==> src/rtl/ivl_uvm_window_arbiter_if.sv <==
// Bundle between the window arbiter, its requesters and the shared resource.
// Latency: none, wires only.
// Backpressure: the resource closes a window with rsc_resp; requesters hold req_vec until granted.
interface ivl_uvm_window_arbiter_if #(
   parameter int NUM_REQ = 4
);
   localparam int ID_W = $clog2(NUM_REQ);

   logic [NUM_REQ-1:0] req_vec;
   logic [NUM_REQ-1:0] gnt_vec;
   logic [ID_W-1:0]    gnt_id;
   logic               rsc_req;
   logic               rsc_ack;
   logic               rsc_resp;
   logic               busy;
   logic               timeout_err;
   logic               stray_resp;

   // Arbiter side
   modport master (
      input  req_vec,
      input  rsc_resp,
      output gnt_vec,
      output gnt_id,
      output rsc_req,
      output rsc_ack,
      output busy,
      output timeout_err,
      output stray_resp
   );

   // Requester / resource side
   modport slave (
      output req_vec,
      output rsc_resp,
      input  gnt_vec,
      input  gnt_id,
      input  rsc_req,
      input  rsc_ack,
      input  busy,
      input  timeout_err,
      input  stray_resp
   );
endinterface

==> src/rtl/ivl_uvm_window_arbiter.sv <==
// Round-robin arbiter opening one req/ack/resp window at a time on a shared resource.
// Latency: request seen in IDLE -> rsc_req/rsc_ack/gnt_vec one cycle later; resp -> ack low next cycle.
// Backpressure: window held open until rsc_resp or TIMEOUT WAIT cycles; 1-cycle DONE gap between windows.
module ivl_uvm_window_arbiter #(
   parameter int NUM_REQ = 4,
   parameter int TIMEOUT = 16
) (
   input logic                      clock,
   input logic                      reset,
   ivl_uvm_window_arbiter_if.master bus
);
   localparam int ID_W  = $clog2(NUM_REQ);
   localparam int CNT_W = $clog2(TIMEOUT) + 1;
   localparam logic [CNT_W-1:0] CNT_LAST = CNT_W'(TIMEOUT - 1);
   localparam logic [ID_W-1:0]  ID_LAST  = ID_W'(NUM_REQ - 1);

   typedef enum logic [1:0] {IDLE, START, WAIT, DONE} state_t;

   state_t             state_q, state_d;
   logic [NUM_REQ-1:0] gnt_vec_q, gnt_vec_d;
   logic [ID_W-1:0]    gnt_id_q, gnt_id_d;
   logic [ID_W-1:0]    last_id_q, last_id_d;
   logic [CNT_W-1:0]   count_q, count_d;
   logic               rsc_req_q, rsc_req_d;
   logic               rsc_ack_q, rsc_ack_d;
   logic               busy_q, busy_d;
   logic               timeout_err_q, timeout_err_d;
   logic               stray_resp_q, stray_resp_d;

   logic [ID_W-1:0]    winner;
   logic [ID_W-1:0]    cand_id;
   int                 cand;

   // Round-robin pick: scan downwards so the candidate nearest after last_id wins
   always_comb begin
      winner  = '0;
      cand    = 0;
      cand_id = '0;
      for (int i = NUM_REQ; i >= 1; i--) begin
         cand = int'(last_id_q) + i;
         if (cand >= NUM_REQ) begin
            cand = cand - NUM_REQ;
         end
         cand_id = ID_W'(cand);
         if (bus.req_vec[cand_id]) begin
            winner = cand_id;
         end
      end
   end

   // Next state and next registered outputs; outputs always reflect the state being entered
   always_comb begin
      state_d       = state_q;
      gnt_vec_d     = gnt_vec_q;
      gnt_id_d      = gnt_id_q;
      last_id_d     = last_id_q;
      count_d       = count_q;
      rsc_req_d     = 1'b0;
      rsc_ack_d     = rsc_ack_q;
      timeout_err_d = 1'b0;
      stray_resp_d  = 1'b0;

      case (state_q)
         IDLE: begin
            stray_resp_d = bus.rsc_resp;
            if (|bus.req_vec) begin
               gnt_id_d  = winner;
               gnt_vec_d = NUM_REQ'(1) << winner;
               rsc_req_d = 1'b1;
               rsc_ack_d = 1'b1;
               count_d   = '0;
               state_d   = START;
            end
         end
         START: begin
            // A resp here cannot be the end of this window: the resource has only just seen rsc_req
            stray_resp_d = bus.rsc_resp;
            count_d      = '0;
            state_d      = WAIT;
         end
         WAIT: begin
            if (bus.rsc_resp || (count_q == CNT_LAST)) begin
               timeout_err_d = ~bus.rsc_resp;
               gnt_vec_d     = '0;
               rsc_ack_d     = 1'b0;
               last_id_d     = gnt_id_q;
               state_d       = DONE;
            end else if (count_q != '1) begin
               count_d = count_q + 1'b1;
            end
         end
         DONE: begin
            stray_resp_d = bus.rsc_resp;
            state_d      = IDLE;
         end
         default: begin
            state_d   = IDLE;
            gnt_vec_d = '0;
            rsc_ack_d = 1'b0;
         end
      endcase

      busy_d = (state_d != IDLE);
   end

   // State and output registers with synchronous reset
   always_ff @(posedge clock) begin
      if (reset) begin
         state_q       <= IDLE;
         gnt_vec_q     <= '0;
         gnt_id_q      <= '0;
         last_id_q     <= ID_LAST;
         count_q       <= '0;
         rsc_req_q     <= 1'b0;
         rsc_ack_q     <= 1'b0;
         busy_q        <= 1'b0;
         timeout_err_q <= 1'b0;
         stray_resp_q  <= 1'b0;
      end else begin
         state_q       <= state_d;
         gnt_vec_q     <= gnt_vec_d;
         gnt_id_q      <= gnt_id_d;
         last_id_q     <= last_id_d;
         count_q       <= count_d;
         rsc_req_q     <= rsc_req_d;
         rsc_ack_q     <= rsc_ack_d;
         busy_q        <= busy_d;
         timeout_err_q <= timeout_err_d;
         stray_resp_q  <= stray_resp_d;
      end
   end

   assign bus.gnt_vec     = gnt_vec_q;
   assign bus.gnt_id      = gnt_id_q;
   assign bus.rsc_req     = rsc_req_q;
   assign bus.rsc_ack     = rsc_ack_q;
   assign bus.busy        = busy_q;
   assign bus.timeout_err = timeout_err_q;
   assign bus.stray_resp  = stray_resp_q;

endmodule

==> src/flat_wrapper.sv <==
// flat-port wrapper written by rule: the top's interface ports become plain ports
module ivl_uvm_window_arbiter_flat 
#(
   parameter int NUM_REQ = 4,
   parameter int TIMEOUT = 16
)
  (clock, reset, bus_req_vec, bus_rsc_resp, bus_gnt_vec, bus_gnt_id, bus_rsc_req, bus_rsc_ack, bus_busy, bus_timeout_err, bus_stray_resp);
  ivl_uvm_window_arbiter_if #(.NUM_REQ(NUM_REQ)) bus_i ();
  input logic clock;
  input logic reset;
  input wire logic [$bits(bus_i.req_vec)-1:0] bus_req_vec;
  input wire logic [$bits(bus_i.rsc_resp)-1:0] bus_rsc_resp;
  output wire logic [$bits(bus_i.gnt_vec)-1:0] bus_gnt_vec;
  output wire logic [$bits(bus_i.gnt_id)-1:0] bus_gnt_id;
  output wire logic [$bits(bus_i.rsc_req)-1:0] bus_rsc_req;
  output wire logic [$bits(bus_i.rsc_ack)-1:0] bus_rsc_ack;
  output wire logic [$bits(bus_i.busy)-1:0] bus_busy;
  output wire logic [$bits(bus_i.timeout_err)-1:0] bus_timeout_err;
  output wire logic [$bits(bus_i.stray_resp)-1:0] bus_stray_resp;
  assign bus_i.req_vec = bus_req_vec;
  assign bus_i.rsc_resp = bus_rsc_resp;
  assign bus_gnt_vec = bus_i.gnt_vec;
  assign bus_gnt_id = bus_i.gnt_id;
  assign bus_rsc_req = bus_i.rsc_req;
  assign bus_rsc_ack = bus_i.rsc_ack;
  assign bus_busy = bus_i.busy;
  assign bus_timeout_err = bus_i.timeout_err;
  assign bus_stray_resp = bus_i.stray_resp;
  ivl_uvm_window_arbiter #(.NUM_REQ(NUM_REQ), .TIMEOUT(TIMEOUT)) u_core (.clock(clock), .reset(reset), .bus(bus_i));
endmodule
==> config.mk <==
export PLATFORM = sky130hd
export DESIGN_NAME = ivl_uvm_window_arbiter_flat
export DESIGN_NICKNAME = d
export VERILOG_FILES = /design/src/rtl/ivl_uvm_window_arbiter_if.sv /design/src/rtl/ivl_uvm_window_arbiter.sv /design/src/flat_wrapper.sv
export SDC_FILE = /design/constraint.sdc
export NUM_CORES = 1
export LEC_CHECK = 0
export CAP_MARGIN = 20
export CORE_MARGIN = 8
export CORE_UTILIZATION = 51
export DETAILED_ROUTE_END_ITERATION = 10
export HOLD_SLACK_MARGIN = 0.1
export PLACE_DENSITY_LB_ADDON = 0.2
export SYNTH_ARGS = -nofsm -noshare
export SYNTH_HDL_FRONTEND = slang
export SYNTH_SLANG_ARGS = --single-unit
==> constraint.sdc <==
create_clock -name clock -period 2.37 [get_ports clock]
set_input_delay 0.3555 -clock clock [delete_from_list [all_inputs] [get_ports clock]]
set_output_delay 0.3555 -clock clock [all_outputs]
set_load 0.005 [all_outputs]
Word-level counts from Yosys, hierarchy flattened

Cells that the tools add are included.

Register bits: 20

Add/sub/neg operators: 9
Order comparisons: 8
Equal/unequal tests: 9
Shift-type cells: 1
Multiplexer cells: 30
Bitwise logic cells: 5
Reduce and logical (&&, ||, !) cells: 14

Operators with widths:

| kind                                                               | number |
|---|---|
| 2-to-1 mux 2 bit                                                   | 10 |
| 2-to-1 mux 5 bit                                                   | 3 |
| case mux 5 bit (3 select lines)                                    | 1 |
| less-than comparator 2 x 3 -> 1 bit (second input constant)        | 4 |
| greater-or-equal comparator 3 bit (second input constant)          | 3 |
| binary-select mux 1 bit (select 2 bit)                             | 4 |
| 2-to-1 mux 4 bit                                                   | 2 |
| case mux 2 bit (4 select lines)                                    | 1 |
| case mux 4 bit (2 select lines)                                    | 1 |
| subtractor 2 x 1 -> 2 bit (second input constant)                  | 4 |
| 2-to-1 mux 1 bit                                                   | 7 |
| adder 2 x 2 -> 3 bit (second input constant)                       | 2 |
| inequality test 2 x 1 -> 1 bit (second input constant)             | 3 |
| OR reduction 3 bit                                                 | 2 |
| adder 5 x 1 -> 5 bit (second input constant)                       | 1 |
| equality test 5 x 4 -> 1 bit (second input constant)               | 1 |
| inequality test 5 bit (second input constant)                      | 1 |
| inverter 1 bit                                                     | 5 |
| adder 2 x 3 -> 4 bit (second input constant)                       | 1 |
| equality test 2 bit (second input constant)                        | 2 |
| greater-or-equal comparator 4 x 3 -> 1 bit (second input constant) | 1 |
| AND reduction 2 bit                                                | 2 |
| AND reduction 4 bit                                                | 1 |
| nonzero test 2 bit                                                 | 2 |
| other kinds (11)                                                   | 12 |

Longest topological paths before layout

Gate-level depths: netlist of run 1.

Depth in word-level cells: 12
Mapped depth: 7

Worst setup path after synthesis of run 1

No wires, ideal clock.

Path kind: reg-to-reg
Start: reg u_core.count_q[0]
End: reg u_core.count_q[3]
Arrival time: 1.695 ns
Path slack: 0.557 ns
Stages on the path, launching flop included: 8
Buffers on the path: 0
Cells stage by stage: dfxtp_1 > ha_1 > and3_1 > ha_1 > o21a_1 > a211oi_4 > a21boi_1 > o21ai_1

Cells in the longest elaborated chain, start to end: 4

RTL lines:

| element                                                                       | RTL line                                                   | text |
|---|---|---|
| from (decl)                                                                   | ivl_uvm_window_arbiter.sv:23                               | `logic [CNT_W-1:0] count_q, count_d;` |
| from (signal assigned)                                                        | ivl_uvm_window_arbiter.sv:124                              | `count_q <= count_d;` |
| adder 5 x 1 -> 5 bit / equality test 5 x 4 -> 1 bit (equally long branches)   | ivl_uvm_window_arbiter.sv:89, ivl_uvm_window_arbiter.sv:82 |  |
| 2-to-1 mux 5 bit / logical OR 1 bit (equally long branches)                   | ivl_uvm_window_arbiter.sv:88, ivl_uvm_window_arbiter.sv:82 |  |
| 2-to-1 mux 5 bit / inequality test 2 bit (equally long branches)              | -                                                          |  |
| case mux 5 bit (3 select lines) / AND reduction 4 bit (equally long branches) | -                                                          |  |

Several ways; a longest one is shown, not always the timed one. The select of a mux whose other input is x is not followed.
A chain may end at the register's enable or synchronous reset.

Worst setup path after layout of run 1

Start: reg u_core.count_q[0]
End: reg u_core.gnt_vec_q[1] (netlist: u_core.bus.gnt_vec[1])

Cells in the longest elaborated chain, start to end: 4

RTL lines:

| element                                  | RTL line                      | text |
|---|---|---|
| equality test 5 x 4 -> 1 bit             | ivl_uvm_window_arbiter.sv:82  | `if (bus.rsc_resp \|\| (count_q == CNT_LAST)) begin` |
| logical OR 1 bit                         | ivl_uvm_window_arbiter.sv:82  |  |
| inequality test 2 x 1 -> 1 bit (no line) | -                             |  |
| AND reduction 3 bit (no line)            | -                             |  |
| to (signal assigned)                     | ivl_uvm_window_arbiter.sv:121 | `gnt_vec_q <= gnt_vec_d;` |
| to (decl)                                | ivl_uvm_window_arbiter.sv:20  | `logic [NUM_REQ-1:0] gnt_vec_q, gnt_vec_d;` |

Every way passes these cells.

==> results of run 1 <==
## final cells by class
class / count / area share, %
Multi-Input combinational cell: 77 / 46.63
Timing Repair Buffer: 19 / 14.23
Clock buffer: 3 / 1.731
Tap cell: 27 / 2.596
Clock inverter: 1 / 2.308
Inverter: 6 / 1.731
Sequential cell: 20 / 30.77
## sequential cells by signal (all words and copies together), names as in the netlist
register                flops
u_core.state_q              2
u_core.bus.rsc_req          1
u_core.last_id_q            2
u_core.bus.gnt_vec          4
u_core.count_q              5
u_core.bus.rsc_ack          1
u_core.bus.busy             1
u_core.bus.timeout_err      1
u_core.bus.stray_resp       1
u_core.bus.gnt_id           2
## per-stage QoR
stage	instances	utilization [%]	setup WS, ns	area [µm²]	hold WS, ns
final	153	67.01	0.3083	1301	0.4756
after global routing	153	67.01	0.1496	1301	0.4948
after CTS	153	67.01	0.3021	1301	0.4821
after detailed placement	149	64.30	0.3380	1249	0.4550
after global placement	149	64.30	0.3466	1249	0.4450
after floorplan	106	-	0.5574	1041	0.4348
## worst max path at each step
| stage | depth (start not counted) | slack (ns) | to | startpoint |
|---|---|---|---|---|
| after floorplan | 7 | 0.56 | u_core.count_q[3] | u_core.count_q[0] |
| after global placement | 7 | 0.35 | u_core.bus.gnt_vec[1] | u_core.count_q[0] |
| after detailed placement | 7 | 0.34 | u_core.bus.gnt_vec[1] | u_core.count_q[0] |
| after CTS | 7 | 0.30 | u_core.bus.gnt_vec[1] | u_core.count_q[0] |
| after global routing | 7 | 0.15 | u_core.bus.gnt_vec[1] | u_core.count_q[0] |
| final | 7 | 0.31 | u_core.bus.gnt_vec[1] | u_core.count_q[0] |
## logic make-up (layout without fill, tap and decap cells)
| family | Yosys count | count (layout) | share of synthesized area (%) |
|---|---|---|---|
| AO/OA/AOI/OAI | 29 | 29 | 24.40 |
| adder cells (fa/ha/maj) | 7 | 7 | 8.413 |
| buffers and inverters | 9 | 29 | 3.245 |
| flip-flops | 20 | 20 | 38.46 |
| multiplexers | 3 | 3 | 2.885 |
| AND/OR/NAND/NOR | 38 | 38 | 22.60 |
## power groups by stage
stage | Combinational [mW] | Clock, mW | Sequential, mW
2_1_floorplan | 0.387 | 0 | 0.478
3_3_place_gp | 0.599 | 0 | 0.474
3_5_place_dp | 0.606 | 0 | 0.478
4_1_cts | 0.612 | 0.287 | 0.470
5_1_grt | 0.668 | 0.300 | 0.484
6_report | 0.607 | 0.281 | 0.469
## critical path: stages (launching register included)
cell and delay [ns]:
sky130_fd_sc_hd__dfxtp_1 0.36, sky130_fd_sc_hd__ha_1 0.22, sky130_fd_sc_hd__and3_1 0.20, sky130_fd_sc_hd__ha_1 0.21, sky130_fd_sc_hd__o21ai_1 0.40, sky130_fd_sc_hd__o21ai_0 0.20
sky130_fd_sc_hd__a21oi_2 0.26, sky130_fd_sc_hd__a22o_1 0.17
## layer usage
| layer | up-vias | GRT usage [%] | wire length (µm) | part of all wire (%) |
|---|---|---|---|---|
| li1 | 413 | - | - | - |
| met1 | 371 | 13.07 | 889 | 45 |
| met2 | 13 | 20.90 | 974 | 49 |
| met3 | 3 | 2.296 | 89 | 4.5 |
| met4 | 0 | 2.990 | 17 | 0.86 |
| met5 | - | 0 | 0 | 0 |
## placed cells by master, fill, tap and decap left out, drive strengths merged, types with 2 or more instances in the layout
cell and instances:
a21o 3, clkbuf 3, o21ai 4, nor2 8
nand3 3, dfxtp 20, a21oi 7, buf 2
o21a 2, nor3 4, a21boi 2, o2bb2ai 2
nand2 4, clkdlybuf4s50 17, inv 6, nand2b 10
mux2i 3, nand3b 4, ha 7
==> impl_metrics.yaml, run 1 <==
critical_path:
  worst-path-max-fanout: 7
  timing.rr.start: "u_core.count_q[0]"
  worst-setup-path-type: "reg2reg"
  timing.reg2reg.setup_slack_ns: 0.31
  cp-end-kind: "register"
  worst-r2r-cell-count: 7
  r2r_end: "u_core.bus.gnt_vec[1]"
  crit_required_ns: 2.63
  worst_setup_path_start_kind: "register"
  worst_ep_arrival_time_ns: 2.32
grt:
  grt_remaining_overflow: 0
  grt_use_total_pct: 11.46
  grt_antenna_before_repair: 0
  first_global_vias: 805
  grt_start_max_net_pins: 16
  wire_length_of_the_first_global_routing_pass_um: 3360
synth:
  post-synth-top-area-fraction_pct: 38.46
  netlist-cell-type-count: 35
  synth-edff-count: 0
  synth_top_flop_cell: "sky130_fd_sc_hd__dfxtp_1"
  synthesis.area_mm2: 0.001041
  ys_seq_area_share_pct: 38.46
  syn_nets: 120
  asyncSetResetFlopFracSynth_pct: 0
  synthMostInstantiatedCell: "sky130_fd_sc_hd__dfxtp_1"
  netlist_top_cells_count: "20 x sky130_fd_sc_hd__dfxtp_1, 10 x sky130_fd_sc_hd__nand2b_1, 8 x sky130_fd_sc_hd__nor2_1, 7 x sky130_fd_sc_hd__ha_1"
  synth_cells: 106
  post-synth-top-area-cell: "sky130_fd_sc_hd__dfxtp_1"
  postSynthRegisterBits: 20
  yosysWarningCount: 0
  synthesis.area_per_instance_um2: 9.821
  ys_top_cells_by_area: "sky130_fd_sc_hd__dfxtp_1 38%, sky130_fd_sc_hd__ha_1 8.4%, sky130_fd_sc_hd__nand2b_1 6.0%"
status:
  status: "complete, no violations"
clock_tree:
  count_of_cells_resized_by_post_cts_repair: 0
  clkSlewWorstSetupHoldPaths_ns: 0.12
  clk-insertion-delay-late_ns: 0.30
  cts_buffers: 3
  h-tree-depth: 1
  cts.sinks: 20
  cts_root_buffer: "sky130_fd_sc_hd__clkbuf_4"
  cts.path.max_buffers: 2
  postCtsHoldBufs: 0
  cts_setup_buffers: 0
  cts_tree: "built"
power_and_ir_drop:
  worst_vdd_rail_ir_drop_uv: 670.8
  power.net_switching_uw: 457.6
  clock_power_share_pct: 20.7
  pwr-share-comb_pct: 44.7
  power.internal_uw: 899.4
  power.density_cell_area_mw_per_mm2: 1043
  power.total_mw: 1.357
  total_leakage_power_nw: 0.5207
  power.share.sequential_pct: 34.6
  power_switching_share_pct: 33.72
routing:
  detailedRoute.firstPassIterationCount: 4
  routed-via-count: 800
  routed_via_density: 5.229
  routed_wl_um: 1969
  postRouteAntennaNets: 0
  initialDrtViolationCount: 6
  post-route-drc-count: 0
  routed_wire_length_per_instance_um: 12.87
hold_path:
  worstHoldPathCells: 1
  min-delay-start: "u_core.bus.gnt_vec[0]"
  timing.hold.worst.class: "reg2reg"
  min_delay_worst_endpoint: "u_core.bus.gnt_vec[0]"
place:
  dp.final_hpwl_um: 1506
  numPortBuffers: 17
  gp_routability_congestion: 0.7589
sta:
  final.setup.tns_ns: 0
  hold_viol: 0
  maxClockFrequency_ghz: 0.4850
  relSlewSlack_pct: 66.68
  worst-slew-pin-transition_ns: 0.4998
  layout_min_cycle_time_ns: 2.062
  min_period_over_period_pct: 86.99
  finClkSkew_ns: 0.002593
  timing_max_transition_violations_final: 0
  unrepaired_setup_endpoints_after_global_routing: "false"
  setup-violations-final: 0
job:
  max-cap-violations: 0
die:
  dieWidth_um: 61.18
  rows: 16
  die_area_mm2: 0.003743
  floorplan.io_pins: 18
  core-area_mm2: 0.001942
  floorplan.initialDensity_pct: 53.61
  die_h_um: 61.18
finish:
  multi_input_area_um2: 606.8
  regArea_um2: 400.4
  synthToLayoutAreaGrowth_pct: 25.00
  finalNetCount: 141
  num_antenna_cells: 0
  fillCellCount: 171
  layout-drive-gt1-share_pct: 11.90
(Power assumes the default switching activity.)
==> inputs of run 2 (changes only) <==
- CORE_UTILIZATION: 51 -> 25
==> run 2 against run 1 <==
Critical path depth unchanged. Clock power increased by 20%. Register-to-register slack improved by 0.06 ns. Critical endpoint is now u_core.count_q[3]. Highest routed layer unchanged.
==> impl_metrics.yaml, run 2 (synthesis gave the netlist of run 1 again) <==
power_and_ir_drop:
  power.total_mw: 1.413
  power.share.sequential_pct: 33.4
  pwr-share-comb_pct: 42.9
  power.net_switching_uw: 459.1
  power_switching_share_pct: 32.50
  clock_power_share_pct: 23.8
  worst_vdd_rail_ir_drop_uv: 326.9
  power.density_cell_area_mw_per_mm2: 1042
  total_leakage_power_nw: 0.5331
  power.internal_uw: 953.7
die:
  floorplan.io_pins: 18
  rows: 23
  core-area_mm2: 0.004000
  floorplan.initialDensity_pct: 26.02
  die_h_um: 80.53
  die_area_mm2: 0.006485
  dieWidth_um: 80.53
grt:
  grt_remaining_overflow: 0
  wire_length_of_the_first_global_routing_pass_um: 3836
  grt_use_total_pct: 7.350
  grt_start_max_net_pins: 13
  first_global_vias: 848
  grt_antenna_before_repair: 0
hold_path:
  timing.hold.worst.class: "reg2reg"
clock_tree:
  count_of_cells_resized_by_post_cts_repair: 0
  cts.sinks: 20
  postCtsHoldBufs: 0
  cts_root_buffer: "sky130_fd_sc_hd__clkbuf_8"
  h-tree-depth: 1
  cts_buffers: 3
  clkSlewWorstSetupHoldPaths_ns: 0.08
  cts_tree: "built"
  cts_setup_buffers: 0
  cts.path.max_buffers: 2
  clk-insertion-delay-late_ns: 0.26
sta:
  maxClockFrequency_ghz: 0.5008
  hold_viol: 0
  finalWorstSetupSlack_ns: 0.3732
  finClkSkew_ns: 0.008353
  setup-violations-final: 0
  unrepaired_setup_endpoints_after_global_routing: "false"
  timing_max_transition_violations_final: 0
  layout_min_cycle_time_ns: 1.997
  worst-slew-pin-transition_ns: 0.4412
  min_period_over_period_pct: 84.25
  final.setup.tns_ns: 0
  relSlewSlack_pct: 70.37
  hold_ws_ns: 0.4769
routing:
  routed_wire_length_per_instance_um: 12.40
  post-route-drc-count: 0
  routed_wl_um: 2194
  postRouteAntennaNets: 0
  detailedRoute.firstPassIterationCount: 4
  initialDrtViolationCount: 31
  routed_via_density: 4.576
  routed-via-count: 810
critical_path:
  worst-path-max-fanout: 10
  crit_required_ns: 2.53
  cp-end-kind: "register"
  worst_ep_arrival_time_ns: 2.15
  worst-setup-path-type: "reg2reg"
  worst_setup_path_start_kind: "register"
finish:
  final_cell_mix: "20 x sky130_fd_sc_hd__dfxtp_1, 17 x sky130_fd_sc_hd__clkdlybuf4s50_1, 10 x sky130_fd_sc_hd__nand2b_1"
  largest_register_ffs: 5
  synthToLayoutAreaGrowth_pct: 30.29
  layout-drive-gt1-share_pct: 12.60
  num_antenna_cells: 0
  register_name_with_the_most_flops: "u_core.count_q"
  finalNetCount: 142
  post-route-util_pct: 33.91
  fillCellCount: 409
  layout_commonest_cell: "sky130_fd_sc_hd__dfxtp_1"
place:
  dp.final_hpwl_um: 1748
  gp_routability_congestion: 0.7476
  numPortBuffers: 17
  detailedPlace.worstSlack_ns: 0.3393
status:
  status: "complete, no violations"
job:
  max-cap-violations: 0
run 2: power groups by stage:
stage                     clock network [mW]  logic, mW  registers [mW]
after floorplan                            0      0.387           0.478
after global routing                   0.365      0.680           0.484
final                                  0.336      0.606           0.471
after global placement                     0      0.610           0.478
after detailed placement                   0      0.618           0.481
after CTS                              0.349      0.619           0.474
run 2: path summary, 6_finish.rpt:
kind | from | to | slack [ns] | depth (start not counted)
worst max-delay path | u_core.count_q[0] | u_core.count_q[3] | 0.37 | 7
worst min-delay path | u_core.bus.gnt_vec[0] | u_core.bus.gnt_vec[0] | 0.48 | 1
worst max register to register | u_core.count_q[0] | u_core.count_q[3] | 0.37 | 7
worst min register to register | u_core.bus.gnt_vec[0] | u_core.bus.gnt_vec[0] | 0.48 | 1
run 2: cell type report:
type / instances / area [µm²] / share of cell area [%]
timing repair buffer: 20 / 192.7 / 14.21
inverter: 6 / 22.52 / 1.661
tap: 50 / 62.56 / 4.613
clock buffer: 3 / 41.29 / 3.044
clock inverter: 1 / 30.03 / 2.214
multi-input combinational: 77 / 606.8 / 44.74
sequential: 20 / 400.4 / 29.52
run 2: worst max-delay path, cell delays in order (launching register included):
cell and delay [ns]:
sky130_fd_sc_hd__dfxtp_1 0.33, sky130_fd_sc_hd__ha_1 0.22, sky130_fd_sc_hd__and3_1 0.21, sky130_fd_sc_hd__ha_1 0.21, sky130_fd_sc_hd__o21a_1 0.21, sky130_fd_sc_hd__a211oi_4 0.42
sky130_fd_sc_hd__a21boi_1 0.21, sky130_fd_sc_hd__o21ai_1 0.08
run 2: routing by layer:
metal	share of wire (%)	vias to the layer above	global-route usage, %
li1	-	420	-
met5	0	-	0
met4	0.73	0	2.182
met3	6.4	2	2.455
met2	48	14	12.75
met1	45	374	8.241
run 2: through the flow:
stage	instances	cell area (µm²)
finish	177	1356
detailed placement	173	1285
global route	177	1356
floorplan	106	1041
CTS	177	1356
global placement	173	1285
